$ cat config.mk
export PLATFORM = sky130hd
export DESIGN_NAME = uart_key_decoder
export DESIGN_NICKNAME = d
export VERILOG_FILES = /design/src/rtl/uart_key_pkg.sv /design/src/rtl/uart_key_decoder_fifo.sv /design/src/rtl/uart_key_decoder.sv
export SDC_FILE = /design/constraint.sdc
export NUM_CORES = 1
export LEC_CHECK = 0
export ABC_AREA = 1
export CORE_MARGIN = 2
export CORE_UTILIZATION = 62
export DETAILED_ROUTE_END_ITERATION = 10
export GPL_TIMING_DRIVEN = 0
export PLACE_DENSITY = 0.86
export SLEW_MARGIN = 10
export SYNTH_ARGS = -nofsm -noshare
export SYNTH_HDL_FRONTEND = slang
export SYNTH_SLANG_ARGS = --single-unit
$ cat constraint.sdc
create_clock -name clk -period 2.9 [get_ports clk]
set_clock_uncertainty 0.2 [all_clocks]
set_input_delay 0.58 -clock clk [delete_from_list [all_inputs] [get_ports clk]]
set_output_delay 0.58 -clock clk [all_outputs]
set_load 0.01 [all_outputs]
$ cat src/rtl/uart_key_pkg.sv
// uart_key_pkg: command codes, ASCII key constants and key-to-command mapping
package uart_key_pkg;

    typedef logic [1:0] cmd_t;

    localparam cmd_t CMD_NONE    = 2'b00;
    localparam cmd_t CMD_FLAP    = 2'b01;
    localparam cmd_t CMD_PAUSE   = 2'b10;
    localparam cmd_t CMD_RESTART = 2'b11;

    localparam logic [7:0] KEY_SPACE = 8'h20;
    localparam logic [7:0] KEY_W_UP  = 8'h57;
    localparam logic [7:0] KEY_W_LO  = 8'h77;
    localparam logic [7:0] KEY_P_UP  = 8'h50;
    localparam logic [7:0] KEY_P_LO  = 8'h70;
    localparam logic [7:0] KEY_R_UP  = 8'h52;
    localparam logic [7:0] KEY_R_LO  = 8'h72;

    function automatic cmd_t decode_key(input logic [7:0] k);
        return (k == KEY_SPACE || k == KEY_W_UP || k == KEY_W_LO) ? CMD_FLAP :
               (k == KEY_P_UP || k == KEY_P_LO)                   ? CMD_PAUSE :
               (k == KEY_R_UP || k == KEY_R_LO)                   ? CMD_RESTART : CMD_NONE;
    endfunction

endpackage

$ cat src/rtl/uart_key_decoder_fifo.sv
// cmd_fifo: small command queue with wrap-bit pointers and head-register read
module cmd_fifo
    import uart_key_pkg::*;
#(
    parameter int DEPTH = 4
) (
    input  logic clk,
    input  logic rst_n,
    input  logic wr_en,
    input  cmd_t wr_data,
    input  logic rd_en,
    output cmd_t rd_data,
    output logic full,
    output logic empty
);
    localparam int AW = $clog2(DEPTH);

    logic [AW:0] wptr, rptr;
    cmd_t        mem [DEPTH];

    assign empty   = wptr == rptr;
    assign full    = (wptr[AW] != rptr[AW]) && (wptr[AW-1:0] == rptr[AW-1:0]);
    assign rd_data = mem[rptr[AW-1:0]];

    // Storage and pointer advance; the caller never writes when full without a pop
    always_ff @(posedge clk or negedge rst_n) begin
        if (!rst_n) begin
            wptr <= '0;
            rptr <= '0;
            for (int i = 0; i < DEPTH; i++) mem[i] <= CMD_NONE;
        end else begin
            if (wr_en) begin
                mem[wptr[AW-1:0]] <= wr_data;
                wptr <= wptr + 1'b1;
            end
            if (rd_en) rptr <= rptr + 1'b1;
        end
    end

endmodule

$ cat src/rtl/uart_key_decoder.sv
// uart_key_decoder: sync, debounce and decode UART key bytes into queued game commands
module uart_key_decoder
    import uart_key_pkg::*;
#(
    parameter int STABLE_CYCLES = 16,
    parameter int FIFO_DEPTH    = 4
) (
    input  logic       clk,
    input  logic       rst_n,
    input  logic [7:0] rx_byte,
    output logic       cmd_valid,
    output cmd_t       cmd_code,
    input  logic       cmd_ready,
    output logic [7:0] drop_cnt,
    output logic [7:0] bad_key_cnt
);
    logic [7:0] s1, s2, cand, last, cnt;
    logic       accept, dec_valid, full, empty, pop, wr;
    cmd_t       acc_code, dec_code;

    assign accept   = (cnt == 8'(STABLE_CYCLES - 2)) && (s2 == cand) && (cand != last);
    assign acc_code = decode_key(cand);
    assign pop      = cmd_valid && cmd_ready;
    assign wr       = dec_valid && (!full || pop);
    assign cmd_valid = !empty;

    // Two-flop synchroniser followed by a run-length stability filter
    always_ff @(posedge clk or negedge rst_n) begin
        if (!rst_n) begin
            s1   <= '0;
            s2   <= '0;
            cand <= '0;
            cnt  <= '0;
            last <= '0;
        end else begin
            s1 <= rx_byte;
            s2 <= s1;
            if (s2 != cand) begin
                cand <= s2;
                cnt  <= '0;
            end else if (cnt != 8'(STABLE_CYCLES - 1)) begin
                cnt <= cnt + 1'b1;
            end
            if (accept) last <= cand;
        end
    end

    // Registered decode of each accepted byte; unmapped nonzero bytes are counted
    always_ff @(posedge clk or negedge rst_n) begin
        if (!rst_n) begin
            dec_valid   <= 1'b0;
            dec_code    <= CMD_NONE;
            bad_key_cnt <= '0;
        end else begin
            dec_valid <= accept && acc_code != CMD_NONE;
            dec_code  <= acc_code;
            if (accept && cand != 8'h00 && acc_code == CMD_NONE && bad_key_cnt != 8'hff)
                bad_key_cnt <= bad_key_cnt + 1'b1;
        end
    end

    // Overflow counter: a write into a full queue with no simultaneous pop is lost
    always_ff @(posedge clk or negedge rst_n) begin
        if (!rst_n) drop_cnt <= '0;
        else if (dec_valid && full && !pop && drop_cnt != 8'hff) drop_cnt <= drop_cnt + 1'b1;
    end

    cmd_fifo #(.DEPTH(FIFO_DEPTH)) u_fifo (
        .clk    (clk),
        .rst_n  (rst_n),
        .wr_en  (wr),
        .wr_data(dec_code),
        .rd_en  (pop),
        .rd_data(cmd_code),
        .full   (full),
        .empty  (empty)
    );

endmodule

==> reports/qor.csv, run 1 <==
metric;value;unit
critical path class;reg2out;
Power Density;531.9;nW/um^2
vias in the first global route;2754;
Buf/Inv on CP;1;
HPWL Detailed;4914;um
NetSw;0.0005695;W
Final Hold Viols;0;
final period utilization;88.56;%
Clock Sink Count;73;
maximum number of pins on one net before global-route repair;45;
Worst slew margin;67.81;%
global route total overflow;0;
critical path's slowest cell;clkdlybuf4s50_1;
post-detailed-route count of antenna-violating nets;0;
root buf cell;clkbuf_8;
number of flops mapped to enable cells by yosys;0;
clock period minus worst slack;2568;ps
NumNets Final;482;
sequential power share;50.1;%
worst-path cell chain;xor2_1 > nand3b_1 > clkdlybuf4s50_1;
# port buffers;29;
Worst Path Arrival;1790;ps
Synth Register Bits;73;
Die ar.;6349;sq um
clock buffer depth;2;
initial antenna violation count;0;
clk_lat worst skew;340;ps
CTS tree;yes;
# Post-CTS Setup Buffers;0;
status;complete, no violations;
CP Max Fanout;7;
Hold WC Path Type;reg2reg;
CP delay by family, top;buffers and inverters;
GRT Overall Usage;23.62;%
Die W;79.68;um
Worst-Margin Slew;479.2;ps
initial detailed-routing violation count;170;
synth unique cells;31;
Via density;5.145;
Levels on crit path;3;
DR vias;2768;
first-pass GRT wire length;11650;um
CTS H-Tree Depth;3;
Worst Reg2Reg Path Length in Cells;9;
Clock transition at path regs;70;ps
sequential cell area fraction in the yosys report;51.44;%
Avg WL per Cell;12.50;um
post-route DRC violation count;0;
footprint of the multi-input gates;1456;sq um
RSZ-0062 raised after global routing;no;
final core occ;75.44;%
VDD IR max;0.3524;mV
final-layout fill cell count;391;
Max Slew Vio Count;0;
share of layout cells above drive strength 1;8.584;%
Core Region;5507;sq um
Max-cap violations;0;
CTS Buf Count;9;
Inst Count DP;522;
n_diodes;0;
most frequent cells in the layout;nand2_1, dfrtp_1, inv_1;
area grow syn2layout;16.98;%
Warnings, synthesis;0;
fraction of registers with async set/reset;100.0;%
Data required, critical path;2120;ps
Logic pwr share;14.1;%
Post-Syn Nets;440;
slowest stage delay, CP;560;ps
Int Power;0.001640;W
I/O Pins;30;
Avg Synthesized Cell Area;8.455;sq um
Initial Util;64.49;%
fmax;389.4;MHz
crit end category;output port;
Hold Path Depth;0;
Final setup viols;0;
Routed WL;6726;um
most common cell after layout, fill and taps aside;nand2_1;
row count;27;
Cell Area, Synth;3551;sq um
Synth Instances;420;
Synth Flop Type;dfrtp_1;
Pre-Repair DR Iteration Count;4;
Lkg Pwr;2.018;nW
storage element area;1827;sq um
Final Instance Count excl. Fillers;538;
Switching Share;25.77;%
Die Ht;79.68;um
RePlAce Congestion;0.8881;
critical path launch point type;flop;
clock power share;35.9;%
-- cell usage after synthesis (2+ instances only) --
cell type | count | area share, %
dfrtp_1 | 73 | 51
inv_2 | 3 | 0.32
nand3b_1 | 3 | 0.63
nor2_1 | 30 | 3.2
ha_1 | 9 | 3.2
clkbuf_1 | 8 | 0.85
o21ai_0 | 18 | 2.5
nor3_1 | 9 | 1.3
buf_6 | 2 | 0.63
o21ai_2 | 7 | 1.7
a21oi_1 | 6 | 0.85
o22ai_1 | 2 | 0.35
xor2_1 | 14 | 3.5
nor2_2 | 5 | 0.88
inv_1 | 53 | 5.6
nand2_1 | 133 | 14
nand4_1 | 9 | 1.6
a31oi_1 | 3 | 0.53
nand3_1 | 12 | 1.7
nor2_4 | 3 | 0.95
xnor2_1 | 8 | 2.0
-- flip-flops by register name, indices dropped and copies added, names as in the netlist --
name         flops
dec_valid        1
dec_code         2
bad_key_cnt      8
u_fifo.wptr      3
s2               8
s1               8
u_fifo.rptr      3
last             8
cnt              8
cand             8
drop_cnt         8
u_fifo.mem       8
-- metrics by stage --
step	setup TNS [ps]	power [W]	worst slack [ps]	hold WS (ps)	cell area, sq um
after floorplan	0	0.001306	1076	84.41	3551
after global routing	0	0.002308	231.3	153.9	4154
after CTS	0	0.002226	307.2	158.6	4154
after global placement	-97500	0.001415	-1339	132.1	3931
after detailed placement	0	0.001435	699.6	141.8	3949
final	0	0.002209	331.9	152.2	4154
-- final cells by class --
| cell class | instances | share of cell area (%) |
|---|---|---|
| multi-input combinational | 280 | 35.06 |
| timing repair buffer | 31 | 7.651 |
| tap | 72 | 2.169 |
| sequential | 73 | 43.98 |
| clock buffer | 12 | 3.735 |
| clock inverter | 3 | 0.9639 |
| buffer | 11 | 1.386 |
| inverter | 56 | 5.060 |
-- path summary, 6_finish.rpt --
kind / from / end / slack, ps
max: u_fifo.rptr[0] / cmd_valid / 330
min: s1[6] / s2[6] / 150
max reg2reg: bad_key_cnt[0] / bad_key_cnt[5] / 900
min reg2reg: s1[6] / s2[6] / 150
max in group asynchronous: rst_n / s2[4] / 1430
min in group asynchronous: rst_n / u_fifo.rptr[0] / 500
-- cells by family (layout without fill, tap and decap cells) --
logic type,count (synthesis),count (layout),share of synthesized area [%]
DFF,73,73,51.44
buffers and inverters,67,113,7.540
xor gates and xnor gates,22,22,5.427
AOI/OAI and AO/OA,40,40,6.801
and+or+nand+nor,209,209,25.62
adders and majority gates,9,9,3.171
-- layer usage --
layer | wire (um) | up-vias | track usage [%]
met1 | 2966 | 1317 | 27.62
li1 | - | 1394 | -
met5 | 0 | - | 0
met2 | 3470 | 47 | 41.43
met4 | 106 | 0 | 12.07
met3 | 182 | 10 | 4.186
-- timing repair --
item                      CTS  global route
hold endpoints to repair   29             0
hold buffers                1             0
resized for setup           0             0
-- power by group through the flow --
stage	Sequential, W	Combinational, W	Clock [W]
after floorplan	0.00111	0.000193	0
after global placement	0.00112	0.000292	0
after detailed placement	0.00113	0.000309	0
after CTS	0.00111	0.000311	0.000809
after global routing	0.00111	0.000348	0.000848
final	0.00111	0.000311	0.000793
Note: power is estimated with default switching activity, not from simulation.
==> inputs of run 2 (changes only) <==
--- a/config.mk
+++ b/config.mk
@@ -6,6 +6,8 @@
 export NUM_CORES = 1
 export LEC_CHECK = 0
 export ABC_AREA = 1
+export CAP_MARGIN = 15
+export CORE_ASPECT_RATIO = 1.75
 export CORE_MARGIN = 2
 export CORE_UTILIZATION = 62
 export DETAILED_ROUTE_END_ITERATION = 10
==> reports/qor.csv, run 2 (synthesis results as in run 1) <==
metric;value;unit;change
CTS Buf Count;9;;unchanged
most frequent cells in the layout;nand2_1, dfrtp_1, inv_1;;unchanged
RSZ-0062 raised after global routing;no;;unchanged
status;complete, no violations;;unchanged
Hold Path Depth;0;;unchanged
Pre-Repair DR Iteration Count;5;;was 4
Total Power;0.002054;W;was 0.002209 W
Final setup viols;0;;unchanged
Final Hold Viols;0;;unchanged
vias in the first global route;2760;;was 2,754
clock period minus worst slack;2540;ps;was 2568 ps
Max-cap violations;0;;unchanged
Clock transition at path regs;70;ps;about the same
Max Slew Vio Count;0;;unchanged
initial antenna violation count;0;;unchanged
Routed WL;6406;um;was 6726 um
CP Max Fanout;5;;was 7
row count;36;;was 27
GRT Overall Usage;23.00;%;was 23.62%
Avg WL per Cell;11.86;um;was 12.50 um
Initial Util;64.09;%;was 64.49%
I/O Pins;30;;unchanged
# port buffers;29;;unchanged
clock buffer depth;2;;unchanged
HPWL Detailed;4882;um;was 4914 um
Data required, critical path;2120;ps;about the same
Core Region;5540;sq um;was 5507 sq um
Worst slew margin;70.09;%;was 67.81%
VDD IR max;0.3683;mV;was 0.3524 mV
Worst Reg2Reg Path Length in Cells;9;;unchanged
initial detailed-routing violation count;86;;was 170
CTS tree;yes;;unchanged
Worst Path Arrival;1760;ps;was 1790 ps
CTS H-Tree Depth;3;;unchanged
most common cell after layout, fill and taps aside;nand2_1;;unchanged
post-detailed-route count of antenna-violating nets;0;;unchanged
Clock Sink Count;73;;unchanged
maximum number of pins on one net before global-route repair;39;;was 45
Die W;61.21;um;was 79.68 um
Die ar.;6372;sq um;was 6349 sq um
area grow syn2layout;15.86;%;was 16.98%
global route total overflow;0;;unchanged
final core occ;74.25;%;was 75.44%
NumNets Final;482;;unchanged
DR vias;2814;;was 2,768
Worst-Margin Slew;448.7;ps;was 479.2 ps
share of layout cells above drive strength 1;7.974;%;was 8.584%
final period utilization;87.58;%;was 88.56%
critical path class;reg2out;;unchanged
Hold WC Path Type;reg2reg;;unchanged
fmax;393.7;MHz;was 389.4 MHz
RePlAce Congestion;0.8264;;was 0.8881
root buf cell;clkbuf_8;;unchanged
Lkg Pwr;1.994;nW;was 2.018 nW
Power Density;499.2;nW/um^2;was 531.9 nW/um^2
crit end category;output port;;unchanged
post-route DRC violation count;0;;unchanged
clk_lat worst skew;340;ps;about the same
Die Ht;104.1;um;was 79.68 um
Via density;5.211;;was 5.145
first-pass GRT wire length;10970;um;was 11,650 um
final-layout fill cell count;403;;was 391
n_diodes;0;;unchanged
critical path launch point type;flop;;unchanged
-- run 2: repair_timing --
action	CTS	global route
endpoints found under the hold margin	35	0
hold buffers	1	0
gates resized for setup	0	0
setup buffers	0	0
-- run 2: layout make-up --
type	instances	area (sq um)	area share, %
timing repair buffer	31	317.8	7.725
tap	76	95.09	2.311
multi-input combinational	280	1456	35.40
sequential	73	1827	44.40
buffer	11	57.56	1.399
inverter	56	210.2	5.109
clock buffer	12	145.1	3.528
clock inverter	1	5.005	0.1217
-- run 2: path summary, 6_finish.rpt --
kind | from | to | slack [ps]
setup reg to reg | drop_cnt[0] | drop_cnt[4] | 870
max in group asynchronous | rst_n | s2[1] | 1420
setup / recovery | u_fifo.wptr[0] | cmd_valid | 360
hold reg to reg | s1[5] | s2[5] | 150
min in group asynchronous | rst_n | u_fifo.mem[1] | 520
hold / removal | s1[5] | s2[5] | 150
-- run 2: critical path, stage by stage, from the launching register on --
cell and delay, ps:
dfrtp_1 460, xor2_1 230, nand3b_1 180, clkdlybuf4s50_1 550
-- run 2: report_power, final --
group | switching (W) | internal, W | leakage [nW] | total, W
registers | 0.0000443 | 0.00106 | 0.942 | 0.00110
logic | 0.000163 | 0.000144 | 0.974 | 0.000307
clock network | 0.000324 | 0.000319 | 0.0782 | 0.000643
total | 0.000531 | 0.00152 | 1.99 | 0.00205
-- run 2: routing by layer --
layer / up-vias / global-route usage (%) / wire length [um]
met3: 22 / 4.851 / 193
met5: - / 0 / 0
met4: 0 / 14.13 / 249
met2: 56 / 41.34 / 3586
met1: 1341 / 21.80 / 2377
li1: 1395 / - / -
-- run 2: per-stage QoR --
stage	TNS, ps	area [sq um]	hold slack, ps	instances	setup slack (ps)
after global placement	-97760	3936	132.0	525	-1345
after global routing	0	4114	154.7	540	232.9
after CTS	0	4114	149.9	540	316.3
after detailed placement	0	3954	135.8	526	713.4
after floorplan	0	3551	84.41	420	1076
final	0	4114	149.2	540	360.3
